<file path="src/rtl/radio_rx_deserializer.sv">
`default_nettype none
// ============================================================================
// Module   : radio_rx_deserializer
// Brief    : Oversampled UART-style serial receiver with a small byte FIFO.
//            Optional even-parity bit enabled by macro RADIO_RX_PARITY_EN.
// Revision : 1.0 - initial release
// ============================================================================
module radio_rx_deserializer #(
    parameter int CLKS_PER_BIT = 8,
    parameter int FIFO_DEPTH   = 4
) (
    input  logic       clk,
    input  logic       rst,
    input  logic       enable,
    input  logic       Rx,
    output logic [7:0] rx_data,
    output logic       rx_valid,
    input  logic       rx_ready,
    output logic       busy,
    output logic       frame_error,
    output logic       overrun
);

    localparam int              c_AW        = $clog2(FIFO_DEPTH);
    localparam logic [7:0]      c_BIT_LAST  = 8'(CLKS_PER_BIT - 1);
    localparam logic [7:0]      c_HALF_LAST = 8'(CLKS_PER_BIT / 2 - 1);
    localparam logic [c_AW:0]   c_FULL      = (c_AW + 1)'(FIFO_DEPTH);

    typedef enum logic [2:0] {
        S_IDLE      = 3'd0,
        S_START     = 3'd1,
        S_DATA      = 3'd2,
`ifdef RADIO_RX_PARITY_EN
        S_PARITY    = 3'd3,
`endif
        S_STOP      = 3'd4,
        S_WAIT_IDLE = 3'd5
    } state_t;

    logic            r_rx_meta;
    logic            r_rx_sync;
    state_t          r_state;
    state_t          w_state_next;
    logic [7:0]      r_clk_cnt;
    logic [7:0]      w_clk_cnt_next;
    logic [2:0]      r_bit_cnt;
    logic [2:0]      w_bit_cnt_next;
    logic [7:0]      r_shift;
    logic [7:0]      w_shift_next;
    logic            w_push_req;
    logic            w_frame_err;
    logic            r_frame_error;
    logic            r_overrun;
`ifdef RADIO_RX_PARITY_EN
    logic            r_par_err;
    logic            w_par_err_next;
`endif

    logic [7:0]      r_mem [FIFO_DEPTH];
    logic [c_AW-1:0] r_wr_ptr;
    logic [c_AW-1:0] r_rd_ptr;
    logic [c_AW:0]   r_count;
    logic            w_full;
    logic            w_push;
    logic            w_pop;
    logic            w_overrun;

    always_ff @(posedge clk or posedge rst) begin
        if (rst) begin
            r_rx_meta <= 1'b1;
            r_rx_sync <= 1'b1;
        end else begin
            r_rx_meta <= Rx;
            r_rx_sync <= r_rx_meta;
        end
    end

    always_comb begin
        w_state_next   = r_state;
        w_clk_cnt_next = r_clk_cnt + 8'd1;
        w_bit_cnt_next = r_bit_cnt;
        w_shift_next   = r_shift;
        w_push_req     = 1'b0;
        w_frame_err    = 1'b0;
`ifdef RADIO_RX_PARITY_EN
        w_par_err_next = r_par_err;
`endif
        case (r_state)
            S_IDLE: begin
                w_clk_cnt_next = 8'd0;
                if (!r_rx_sync) begin
                    w_state_next   = S_START;
                    w_bit_cnt_next = 3'd0;
`ifdef RADIO_RX_PARITY_EN
                    w_par_err_next = 1'b0;
`endif
                end
            end
            S_START: begin
                // Mid-bit check: a line that is high again was only a glitch
                if (r_clk_cnt == c_HALF_LAST) begin
                    w_clk_cnt_next = 8'd0;
                    w_state_next   = r_rx_sync ? S_IDLE : S_DATA;
                end
            end
            S_DATA: begin
                if (r_clk_cnt == c_BIT_LAST) begin
                    w_clk_cnt_next = 8'd0;
                    w_shift_next   = {r_rx_sync, r_shift[7:1]};
                    w_bit_cnt_next = r_bit_cnt + 3'd1;
                    if (r_bit_cnt == 3'd7) begin
`ifdef RADIO_RX_PARITY_EN
                        w_state_next = S_PARITY;
`else
                        w_state_next = S_STOP;
`endif
                    end
                end
            end
`ifdef RADIO_RX_PARITY_EN
            S_PARITY: begin
                if (r_clk_cnt == c_BIT_LAST) begin
                    w_clk_cnt_next = 8'd0;
                    w_par_err_next = ^{r_shift, r_rx_sync};
                    w_frame_err    = ^{r_shift, r_rx_sync};
                    w_state_next   = S_STOP;
                end
            end
`endif
            S_STOP: begin
                if (r_clk_cnt == c_BIT_LAST) begin
                    w_clk_cnt_next = 8'd0;
                    if (r_rx_sync) begin
`ifdef RADIO_RX_PARITY_EN
                        w_push_req = !r_par_err;
`else
                        w_push_req = 1'b1;
`endif
                        w_state_next = S_IDLE;
                    end else begin
                        w_frame_err  = 1'b1;
                        w_state_next = S_WAIT_IDLE;
                    end
                end
            end
            S_WAIT_IDLE: begin
                w_clk_cnt_next = 8'd0;
                if (r_rx_sync) begin
                    w_state_next = S_IDLE;
                end
            end
            default: begin
                w_clk_cnt_next = 8'd0;
                w_state_next   = S_IDLE;
            end
        endcase
        // Disarming abandons any partial frame silently
        if (!enable) begin
            w_state_next   = S_IDLE;
            w_clk_cnt_next = 8'd0;
            w_push_req     = 1'b0;
            w_frame_err    = 1'b0;
        end
    end

    always_ff @(posedge clk or posedge rst) begin
        if (rst) begin
            r_state       <= S_IDLE;
            r_clk_cnt     <= 8'd0;
            r_bit_cnt     <= 3'd0;
            r_shift       <= 8'd0;
            r_frame_error <= 1'b0;
            r_overrun     <= 1'b0;
`ifdef RADIO_RX_PARITY_EN
            r_par_err     <= 1'b0;
`endif
        end else begin
            r_state       <= w_state_next;
            r_clk_cnt     <= w_clk_cnt_next;
            r_bit_cnt     <= w_bit_cnt_next;
            r_shift       <= w_shift_next;
            r_frame_error <= w_frame_err;
            r_overrun     <= w_overrun;
`ifdef RADIO_RX_PARITY_EN
            r_par_err     <= w_par_err_next;
`endif
        end
    end

    assign rx_valid  = (r_count != '0);
    assign w_full    = (r_count == c_FULL);
    assign w_pop     = rx_valid && rx_ready;
    // A pop in the same cycle frees the slot, so a full FIFO can still accept
    assign w_push    = w_push_req && (!w_full || w_pop);
    assign w_overrun = w_push_req && w_full && !w_pop;

    always_ff @(posedge clk or posedge rst) begin
        if (rst) begin
            for (int i = 0; i < FIFO_DEPTH; i++) begin
                r_mem[i] <= 8'h00;
            end
            r_wr_ptr <= '0;
            r_rd_ptr <= '0;
            r_count  <= '0;
        end else begin
            if (w_push) begin
                r_mem[r_wr_ptr] <= r_shift;
                r_wr_ptr        <= r_wr_ptr + c_AW'(1);
            end
            if (w_pop) begin
                r_rd_ptr <= r_rd_ptr + c_AW'(1);
            end
            case ({w_push, w_pop})
                2'b10:   r_count <= r_count + (c_AW + 1)'(1);
                2'b01:   r_count <= r_count - (c_AW + 1)'(1);
                default: r_count <= r_count;
            endcase
        end
    end

    assign rx_data     = rx_valid ? r_mem[r_rd_ptr] : 8'h00;
    assign busy        = (r_state != S_IDLE);
    assign frame_error = r_frame_error;
    assign overrun     = r_overrun;

endmodule
`default_nettype wire

</file>
<file path="config.mk">
export PLATFORM = sky130hd
export DESIGN_NAME = radio_rx_deserializer
export DESIGN_NICKNAME = d
export VERILOG_FILES = /design/src/rtl/radio_rx_deserializer.sv
export SDC_FILE = /design/constraint.sdc
export NUM_CORES = 1
export LEC_CHECK = 0
export ABC_AREA = 1
export CAP_MARGIN = 20
export CORE_UTILIZATION = 60
export CTS_CLUSTER_DIAMETER = 100
export DETAILED_ROUTE_END_ITERATION = 16
export GPL_ROUTABILITY_DRIVEN = 0
export PLACE_DENSITY = 0.92
export SYNTH_ARGS = -nofsm -noshare
export SYNTH_HDL_FRONTEND = slang
export SYNTH_SLANG_ARGS = --single-unit
</file>
<file path="constraint.sdc">
create_clock -name clk -period 2.7 [get_ports clk]
set_input_delay 0.54 -clock clk [delete_from_list [all_inputs] [get_ports clk]]
set_output_delay 0.54 -clock clk [all_outputs]
set_load 0.02 [all_outputs]
</file>
* Word-level counts from Yosys, hierarchy flattened
Cells that the tools add are included.
** Word-level totals
- Input bits :: 5
- Bits in registers :: 65
- Word-level logic and storage cells :: 94
** Cells by class
- Eq/ne operators :: 18
- $lt $le $gt $ge :: 3
- $add $sub $neg :: 6
- Reduce and logical (&&, ||, !) cells :: 17
- Multiplexer cells :: 33
- Bitwise operators :: 2
** Operator list (number)
- 8-bit two-way mux :: 7
- 32-bit bitwise mux :: 1
- 3-bit two-way mux :: 10
- 3-bit != test, second input constant :: 6
- 8-bit binary-select mux with 2-bit select :: 1
- 8-bit demux with 2-bit select :: 1
- 8-bit one-hot mux with 2 select lines :: 1
- 3-bit one-hot mux with 5 select lines :: 1
- 3-bit equality test, second input constant :: 4
- 3-bit one-hot mux with 2 select lines :: 2
- 8-bit by 1-bit adder with 8-bit output, second input constant :: 1
- 8-bit by 2-bit equality test with 1-bit output, second input constant :: 1
- 8-bit by 3-bit equality test with 1-bit output, second input constant :: 1
- 1-bit two-way mux :: 8
- 3-bit by 1-bit adder with 3-bit output, second input constant :: 2
- 3-bit >= comparator, second input constant :: 2
- 2-bit inverter with 3-bit output :: 2
- 6-bit AND reduction :: 1
- 3-bit nonzero test :: 2
- 1-bit logical AND :: 5
- 2-bit by 1-bit adder with 2-bit output, second input constant :: 2
- 2-bit != test, second input constant :: 2
- 2-bit nonzero test :: 2
- 3-bit by 1-bit equality test with 1-bit output, second input constant :: 1
- other kinds (12) :: 13

* Logic depth before layout (Yosys ltp)
Gate-level depths: netlist (run 1).
- Word-level depth :: 7
- Mapped depth :: 13
- Mapped depth without buffers :: 12

* Worst setup path before layout (run 1)
No wires, ideal clock.
- Path type :: reg2reg
- Start point :: register r_clk_cnt[0]
- End point :: register r_count[1]
- Cell stages (with the launch flop) :: 12
- Path buffers :: 1
- Path slack :: 0.551 ns
- Data required time :: 2.617 ns
- Arrival :: 2.067 ns
- Clock period less this slack :: 2.149 ns
- Path through :: dfrtp_1 ha_1 nand3_2 nor2_4 nand2_4 nor2_4 buf_12 nand2_2 ha_1 inv_1 fa_1 o21ai_0
** Between the ends
- Cells in the longest elaborated chain, start to end :: 7
- Elaborated cells between the ends (all ways) :: 9
- Those cells by class :: eq/ne (3); mux (4); reduce/logical (2)
** Ends and longest elaborated chain
- start: declaration :: RTL line 44 : logic [7:0] r_clk_cnt;
- start signal: assignment :: RTL line 179 : r_clk_cnt <= w_clk_cnt_next;
- 8-bit by 3-bit equality test with 1-bit output (*) :: RTL line 131 : if (r_clk_cnt == c_BIT_LAST) begin
- 1-bit two-way mux (*) :: RTL line 131
- 1-bit two-way mux (*) :: RTL line 88 : case (r_state)
- 1-bit two-way mux (*) :: RTL line 158 : if (!enable) begin
- 1-bit logical AND (*) :: RTL line 194 : assign w_push = w_push_req && (!w_full || w_pop);
- 2-bit by 1-bit equality test with 1-bit output / 2-bit equality test (equally long branches) :: RTL line 213 : case ({w_push, w_pop})
- 3-bit one-hot mux with 2 select lines / 2-bit nonzero test (equally long branches)
- end signal: assignment :: RTL line 214 : 2'b10: r_count <= r_count + (c_AW + 1)'(1);
- end signal: assignment :: RTL line 215 : 2'b01: r_count <= r_count - (c_AW + 1)'(1);
- end signal: assignment :: RTL line 216 : default: r_count <= r_count;
- end: declaration :: RTL line 62 : logic [c_AW:0] r_count;
Mark *: on every way between the ends. The rest lies on a longest branch, timed or not.
A chain may end at the register's enable or synchronous reset.

* Final worst setup path (run 1)
- Start point :: register r_rd_ptr[0]
- End point :: output rx_data[6]
** Between the ends
- Cells in the longest elaborated chain, start to end :: 5
** Ends and longest elaborated chain
- start: declaration :: RTL line 61 : logic [c_AW-1:0] r_rd_ptr;
- start signal: assignment :: RTL line 211 : r_rd_ptr <= r_rd_ptr + c_AW'(1);
- 2-bit inverter with 3-bit output (implied by the code) :: RTL line 221 : assign rx_data = rx_valid ? r_mem[r_rd_ptr] : 8'h00;
- 8-bit binary-select mux with 2-bit select :: RTL line 221
- 8-bit two-way mux (implied by the code) (2 in series) :: RTL line 221
- 8-bit two-way mux :: RTL line 221
- end: declaration :: RTL line 16 : output logic [7:0] rx_data,
No other way between the ends. The select of a mux whose other input is x is not followed.

==> metrics.csv, run 1 <==
metric;value;unit
Remaining Overflow, GRT;0;
Net Count, Synth;407;
GRT busiest layer;met2;
fraction of registers with async set or reset after synthesis;100;%
IO Count;17;
Simple-Gate Fraction of Synth Area;31.9;%
yosys synthesis warning count;0;
Max Cap Viol;0;
placed instance count;466;
Rows;26;
Gate Count Post-Synth;393;
pwr/cell area;787;nW/um^2
Starting Density;63.6;%
critical path required time;2.16;ns
worst-margin pin slew;0.613;ns
vias in the first global route;2613;
crit path DAT;2.07;ns
synth-to-layout area growth;9.86;%
Max FO, Critical Path;16;
worst r2r dst;r_mem[28]$_DFFE_PP0P_;
Worst-path clk slew;0.07;ns
Cell Count, Final, Fillers Out;482;
# setup viols final;0;
vias;2729;
fraction of layout cells with a size suffix above 1;8.74;%
RSZ-0062 raised after global routing;no;
Hold Crit Depth;0;
vias per cell;5.66;
postcts setup bufs;0;
area of the multi-input gates;1440;sq um
Global Route Usage Sum;26.7;%
antenna viol nets, final;0;
port bufs;16;
mapped cell area;3310;sq um
clock root buffer;clkbuf_8;
Routed WL;7.12;mm
Ant. Diodes;0;
largest family of logic cells by synthesized area;simple AND/OR/NAND/NOR gates;
Die Area;5820;sq um
Yosys top cell by area;dfrtp_1;
worst hold margin;0.358;ns
Worst Setup EP;rx_data[6];
Most used DFF post-synth;dfrtp_1;
Synth Area in Compound Gates;5.82;%
pin count of the biggest net entering global routing;40;
fin nets;421;
met1 Use GR;33.0;%
Final Hold Viols;0;
DRC viols;0;
fmax;383;MHz
XOR/XNOR Fraction of Synth Area;2.12;%
synth top area cells;dfrtp_1 (48%), nand2_1 (12%), nand4_1 (7.0%);
clk sink count;65;
hold_buf cts;0;
Critical Path Start;r_rd_ptr[0]$_DFFE_PP0P_;
initial antenna violation count;0;
number of flops mapped to enable cells by yosys;0;
worst hold path class;flop to flop;
Yosys reg bits;65;
Critical R2R Launch;r_clk_cnt[0]$_DFF_PP0_;
Period Utilization, post-route;96.7;%
crit path time final;2.61;ns
CTS tree;yes;
Die Ht;76.3;microns
Slew Limit Fails;0;
Leak;1.90;nW
worst-skew pair later-pin latency;0.34;ns
DR WL/cell;14.8;microns
clock tree buffer depth;2;
Max IR drop VDD;0.438;mV
average cell area after synthesis;8.42;sq um
Final Skew;0.0101;ns
core area;5200;sq um
mux cell area share after synthesis;0;%
met2 Use GR;45.1;%
Filler cells;438;
Reg2Reg Setup Slack;0.49;ns
Slew headroom;59.1;%
Worst setup EP type;output pin;
post-synthesis adder-cell area fraction;3.63;%
Die Wd;76.3;microns
CP Class;flop to output pin;
Setup TNS;0;ns
unique cell type count in the Yosys netlist;31;
sequential fraction of the synthesis area;49.2;%
startpoint types;flop;
status;finished clean;
total CTS buffers;9;
met3 usage;5.39;%
first-pass GRT wire length;12.1;mm
# H-tree levels;3;
post-synth top area share;47.6;%
DRT iter0 DRCs;232;
worst reg-to-reg path cell count;9;
Seq. cell area;1630;sq um
DP HPWL;4.94;mm
DRT Pass-1 Iters;5;
==> state kept, by name, indices dropped and copies added (netlist names), 2 cells and up <==
| signal | cells |
|---|---|
| r_clk_cnt | 8 |
| r_rd_ptr | 2 |
| r_shift | 8 |
| r_count | 3 |
| r_bit_cnt | 3 |
| r_mem | 32 |
| r_wr_ptr | 2 |
| r_state | 3 |
==> worst max-delay path, stage by stage (launching register included) <==
cell             delay [ns]
dfrtp_1                0.43
buf_4                  0.19
inv_2                  0.18
o21ai_1                0.13
a21oi_1                0.17
clkdlybuf4s50_1        0.62
==> per-layer routing <==
metal / vias to the layer above / part of all wire (%)
met5: - / 0
met4: 0 / 2.2
met3: 16 / 3.9
met2: 88 / 50
met1: 1300 / 44
li1: 1325 / -
==> worst min-delay path by stage <==
stage	startpoint	to	slack (ns)
2_1_floorplan	r_rx_meta$_DFF_PP1_	r_rx_sync$_DFF_PP1_	0.35
3_3_place_gp	r_rx_meta$_DFF_PP1_	r_rx_sync$_DFF_PP1_	0.35
3_5_place_dp	r_rx_meta$_DFF_PP1_	r_rx_sync$_DFF_PP1_	0.35
4_1_cts	r_rx_meta$_DFF_PP1_	r_rx_sync$_DFF_PP1_	0.36
5_1_grt	r_rx_meta$_DFF_PP1_	r_rx_sync$_DFF_PP1_	0.37
6_report	r_rx_meta$_DFF_PP1_	r_rx_sync$_DFF_PP1_	0.36
==> metrics by stage <==
| stage | utilization, % | cell area [sq um] | setup slack, ns | total power (W) |
|---|---|---|---|---|
| 2_1_floorplan | - | 3310 | 0.537 | 0.00181 |
| 3_3_place_gp | 66.3 | 3450 | 0.303 | 0.00212 |
| 3_5_place_dp | 66.3 | 3450 | 0.249 | 0.00216 |
| 4_1_cts | 69.6 | 3620 | 0.00384 | 0.00288 |
| 5_1_grt | 69.9 | 3640 | 0.0167 | 0.00303 |
| 6_report | 69.9 | 3640 | 0.0904 | 0.00286 |
==> cells by family (layout without fill, tap and decap cells) <==
logic type | after synthesis | in the layout
AND/OR/NAND/NOR | 230 | 230
flip-flops | 65 | 65
buffers and inverters | 44 | 63
AO/OA/AOI/OAI | 37 | 37
adder cells (fa/ha/maj) | 9 | 9
XOR/XNOR | 8 | 8
==> where the power goes <==
part	leakage, nW	internal, W	switching (W)
Combinational	0.939	0.000388	0.000644
Sequential	0.882	0.00104	0.0000711
Clock	0.0834	0.000356	0.000361
Total	1.90	0.00179	0.00108
==> timing repair <==
item | CTS | global route
gates resized for setup | 1 | 7
endpoints found under the setup margin | 8 | 8
cloned | 0 | 0
==> cells in the mapped netlist, types with 3 or more instances <==
library cell,number
a21oi_1,11
buf_12,4
buf_2,9
clkbuf_1,3
dfrtp_1,63
ha_1,8
inv_1,23
nand2_1,110
nand3_1,21
nand4_1,37
nor2_1,48
nor2_2,3
nor3_1,3
o21ai_0,21
xnor2_1,3
xor2_1,5
==> area by class of cell <==
type | instances | area share, %
flip-flops and latches | 65 | 44.8
multi-input cells | 284 | 39.5
repair buffers | 22 | 6.05
clock buffers | 13 | 4.09
inverters | 25 | 2.61
well taps | 70 | 2.41
clock inverters | 3 | 0.482
==> cells in the final DEF (no fill, tap or decap), drive strengths merged <==
cell,synthesis,final
o21ai,23,23
clkbuf,5,13
dfstp,2,2
clkinvlp,0,1
inv,24,24
nor2,53,53
clkinv,1,3
dfrtp,63,63
a21boi,1,1
o211ai,1,1
buf,14,6
fa,1,1
nand4,37,37
xor2,5,5
xnor2,3,3
a21oi,11,11
nand3,24,24
nor3,3,3
nand2,113,113
a211oi,1,1
clkdlybuf4s50,0,10
dlymetal6s2s,0,6
ha,8,8
Power figures use the tool's default switching activity.
==> inputs of run 2 (changes only) <==
--- a/config.mk
+++ b/config.mk
@@ -8,10 +8,10 @@
 export ABC_AREA = 1
 export CAP_MARGIN = 20
 export CORE_UTILIZATION = 60
-export CTS_CLUSTER_DIAMETER = 100
 export DETAILED_ROUTE_END_ITERATION = 16
+export DONT_BUFFER_PORTS = 1
 export GPL_ROUTABILITY_DRIVEN = 0
-export PLACE_DENSITY = 0.92
+export PLACE_DENSITY = 0.88
 export SYNTH_ARGS = -nofsm -noshare
 export SYNTH_HDL_FRONTEND = slang
 export SYNTH_SLANG_ARGS = --single-unit
==> metrics.csv, run 2 (same netlist as run 1, synthesis figures left out) <==
metric;value;unit
vias;2635;
max reg flops;32;
pin count of the biggest net entering global routing;40;
Die Area;5820;sq um
Cell Count, Final, Fillers Out;465;
Final Skew;0.00583;ns
Starting Density;63.6;%
Die Wd;76.3;microns
core area;5200;sq um
IO Count;17;
CP Class;flop to output pin;
Die Ht;76.3;microns
Largest Register;r_mem;
first-pass GRT wire length;11.4;mm
Setup TNS;0;ns
DR WL/cell;14.3;microns
Internal;0.00170;W
Logic pwr share;30.0;%
Global Route Usage Sum;25.5;%
crit path DAT;1.91;ns
DP HPWL;4.65;mm
postcts setup bufs;0;
Worst setup EP type;output pin;
antenna viol nets, final;0;
Period Utilization, post-route;90.8;%
Final Hold Viols;0;
worst hold margin;0.131;ns
vias per cell;5.67;
fin nets;404;
Clock power frac;28.3;%
# H-tree levels;3;
clk sink count;65;
Slew Limit Fails;0;
crit path time final;2.45;ns
pwr/cell area;786;nW/um^2
total power;0.00273;W
placed instance count;449;
Leak;1.77;nW
Rows;26;
fmax;408;MHz
# setup viols final;0;
worst-skew pair later-pin latency;0.34;ns
most frequent cells in the layout;nand2_1 (110), dfrtp_1 (63), nor2_1 (48), nand4_1 (37), inv_1 (22);
port bufs;0;
vias in the first global route;2460;
Crit-path slowest cell;dfrtp_1;
fraction of layout cells with a size suffix above 1;8.86;%
DRT Pass-1 Iters;4;
synth-to-layout area growth;5.06;%
DRC viols;0;
Worst-path clk slew;0.07;ns
Sw Share;37.8;%
CTS tree;yes;
DRT iter0 DRCs;259;
clock tree buffer depth;2;
cts repair resizes;0;
worst hold path class;primary input to asynchronous set/reset pin;
CP top delay family;compound AO/OA/AOI/OAI gates;
Max stage delay on crit path;0.53;ns
RSZ-0062 raised after global routing;no;
most common cell after layout, fill and taps aside;nand2_1;
worst path bufs/invs;1;
worst-margin pin slew;0.624;ns
clock root buffer;clkbuf_8;
Max IR drop VDD;0.473;mV
top flop regs;r_mem (32), r_clk_cnt (8), r_shift (8);
status;finished clean;
Max Cap Viol;0;
Remaining Overflow, GRT;0;
Slew headroom;58.4;%
Seq pwr share;41.8;%
Ant. Diodes;0;
hold_buf cts;0;
Max FO, Critical Path;9;
startpoint types;flop;
initial antenna violation count;0;
total CTS buffers;9;
critical-path cell list;clkinv_1 -> nor2_1 -> o21ai_0 -> a21oi_1;
Layout Utilization;66.8;%
critical path required time;2.16;ns
sw power;0.00103;W
Routed WL;6.66;mm
[run 2: path summary, 6_finish.rpt]
path | startpoint | cells past startpoint | endpoint | slack (ns)
worst min-delay path | rst | 1 | r_count[1]$_DFFE_PP0P_ | 0.13
worst min register to register | r_rx_meta$_DFF_PP1_ | 0 | r_rx_sync$_DFF_PP1_ | 0.36
max in group asynchronous | rst | 2 | r_rx_sync$_DFF_PP1_ | 1.86
worst max register to register | r_clk_cnt[0]$_DFF_PP0_ | 10 | r_count[1]$_DFFE_PP0P_ | 0.51
min in group clk | Rx | 0 | r_rx_meta$_DFF_PP1_ | 0.19
worst max-delay path | r_rd_ptr[1]$_DFFE_PP0P_ | 4 | rx_data[1] | 0.25
[run 2: cell type report]
cell class                      instances  area (sq um)
Fill cell                             446          1730
Sequential cell                        65          1630
Multi-Input combinational cell        284          1440
Clock buffer                           14           183
Inverter                               25          93.8
Tap cell                               70          87.6
Timing Repair Buffer                    5          37.5
Clock inverter                          2          10.0
[run 2: worst reg2reg max path, cell delays in order (launching register included)]
cell and delay, ns:
dfrtp_1 0.36, ha_1 0.24, nand3_2 0.12, nor2_4 0.24
nand2_4 0.09, nor2_4 0.10, nand2_2 0.07, ha_1 0.20
inv_1 0.09, fa_1 0.43, o21ai_0 0.16
[run 2: power by group through the flow]
stage                     Sequential [W]  Combinational (W)  Clock, W
after floorplan                  0.00109           0.000718         0
after global placement           0.00116           0.000788         0
after detailed placement         0.00116           0.000810         0
after CTS                        0.00114           0.000817  0.000796
after global routing             0.00115           0.000918  0.000847
final                            0.00114           0.000819  0.000773
[run 2: routing by layer]
layer	track usage, %	vias up	share of wire [%]
met5	0	-	0
met4	8.65	0	2.0
met3	8.74	15	6.0
met2	39.8	79	48
met1	33.4	1243	44
li1	-	1298	-
[run 2: through the flow]
| step | area, sq um | worst slack, ns |
|---|---|---|
| 5_1_grt | 3480 | 0.121 |
| 4_1_cts | 3480 | 0.229 |
| 2_1_floorplan | 3310 | 0.537 |
| 3_3_place_gp | 3290 | 0.575 |
| 3_5_place_dp | 3290 | 0.531 |
| 6_report | 3480 | 0.249 |
==> inputs of run 3 (changes only) <==
--- a/config.mk
+++ b/config.mk
@@ -7,11 +7,11 @@
 export LEC_CHECK = 0
 export ABC_AREA = 1
 export CAP_MARGIN = 20
-export CORE_UTILIZATION = 60
+export CORE_UTILIZATION = 30
 export DETAILED_ROUTE_END_ITERATION = 16
 export DONT_BUFFER_PORTS = 1
 export GPL_ROUTABILITY_DRIVEN = 0
-export PLACE_DENSITY = 0.88
+export PLACE_DENSITY = 0.56
 export SYNTH_ARGS = -nofsm -noshare
 export SYNTH_HDL_FRONTEND = slang
 export SYNTH_SLANG_ARGS = --single-unit
==> metrics.csv, run 3 (same netlist as run 1, synthesis figures left out) <==
metric;value;unit
clock root buffer;clkbuf_8;
# H-tree levels;3;
CTS tree;yes;
Starting Density;31.5;%
Reg2Reg Setup Slack;0.48;ns
RSZ-0062 raised after global routing;no;
Max FO, Critical Path;9;
Layout Utilization;34.2;%
first-pass GRT wire length;12.2;mm
worst-margin pin slew;0.708;ns
worst r2r dst;r_count[1]$_DFFE_PP0P_;
most frequent cells in the layout;nand2_1 (110), dfrtp_1 (63), nor2_1 (48), nand4_1 (37), inv_1 (22);
port bufs;0;
pwr/cell area;806;nW/um^2
DRT iter0 DRCs;166;
core area;10500;sq um
Period Utilization, post-route;94.5;%
met1 Use GR;18.3;%
Worst setup EP type;output pin;
met2 Use GR;21.0;%
pin count of the biggest net entering global routing;40;
Ant. Diodes;0;
worst hold path class;primary input to asynchronous set/reset pin;
CP Class;flop to output pin;
worst-skew pair later-pin latency;0.35;ns
GRT busiest layer;met2;
critical path required time;2.16;ns
Slew Limit Fails;0;
Die Wd;107;microns
top flop regs;r_mem (32), r_clk_cnt (8), r_shift (8);
fmax;392;MHz
antenna viol nets, final;0;
vias in the first global route;2494;
Max IR drop VDD;0.344;mV
initial antenna violation count;0;
placed instance count;515;
Setup TNS;0;ns
status;finished clean;
total CTS buffers;9;
Critical R2R Launch;r_clk_cnt[0]$_DFF_PP0_;
Final Skew;0.0135;ns
startpoint types;flop;
Max Cap Viol;0;
DP HPWL;4.91;mm
hold_buf cts;0;
fin nets;404;
DR WL/cell;13.4;microns
fraction of layout cells with a size suffix above 1;9.11;%
worst reg-to-reg path cell count;10;
Global Route Usage Sum;13.8;%
crit path DAT;2.01;ns
most common cell after layout, fill and taps aside;nand2_1;
synth-to-layout area growth;8.50;%
final worst slack;0.148;ns
Cell Count, Final, Fillers Out;531;
crit path time final;2.55;ns
vias per cell;4.89;
Worst-path clk slew;0.07;ns
Routed WL;7.11;mm
met3 usage;3.95;%
clk sink count;65;
Leak;1.78;nW
dpl ws;0.507;ns
Die Ht;107;microns
IO Count;17;
Remaining Overflow, GRT;0;
DRC viols;0;
# setup viols final;0;
clock tree buffer depth;2;
Slew headroom;52.8;%
DRT Pass-1 Iters;4;
Largest Register;r_mem;
max reg flops;32;
Rows;37;
Final Hold Viols;0;
vias;2595;
Die Area;11500;sq um
[run 3: critical path, cell delays in order (launching register included)]
cell and delay, ns:
dfrtp_1 0.57, clkinv_1 0.34, nor2_1 0.20, o21ai_0 0.10
a21oi_1 0.46
[run 3: power by group]
group | switching [W] | internal (W)
clock network | 0.000373 | 0.000544
logic | 0.000590 | 0.000232
registers | 0.000114 | 0.00104
[run 3: metal layers]
metal,wire length [microns],up-vias
li1,-,1284
met1,3430,1235
met2,3180,59
met3,358,17
met4,148,0
met5,0,-
[run 3: repair_timing]
item	in CTS	in global routing
hold endpoints to repair	0	0
setup endpoints to repair	0	1
buffers inserted	0	0
resized for setup	0	1
[run 3: worst max path at each step]
| stage | startpoint | to | cells past startpoint |
|---|---|---|---|
| floorplan | rst | frame_error$_DFF_PP0_ | 1 |
| global placement | r_rd_ptr[1]$_DFFE_PP0P_ | rx_data[7] | 4 |
| detailed placement | r_rd_ptr[1]$_DFFE_PP0P_ | rx_data[7] | 4 |
| CTS | r_rd_ptr[1]$_DFFE_PP0P_ | rx_data[7] | 4 |
| global route | r_rd_ptr[1]$_DFFE_PP0P_ | rx_data[7] | 4 |
| finish | r_rd_ptr[1]$_DFFE_PP0P_ | rx_data[7] | 4 |
[run 3: final cells by class]
class / instances / area [sq um]
fill: 1087 / 6920
multi-input combinational: 284 / 1440
timing repair buffer: 5 / 37.5
clock buffer: 11 / 141
sequential: 65 / 1630
clock inverter: 5 / 78.8
tap: 136 / 170
inverter: 25 / 93.8
[run 3: metrics by stage]
stage                     hold slack [ns]  cell area (sq um)  power, W
final                               0.175               3590   0.00289
after global routing                0.153               3590   0.00306
after CTS                           0.162               3590   0.00293
after detailed placement            0.348               3370   0.00199
after global placement              0.347               3370   0.00198
after floorplan                     0.345               3310   0.00181
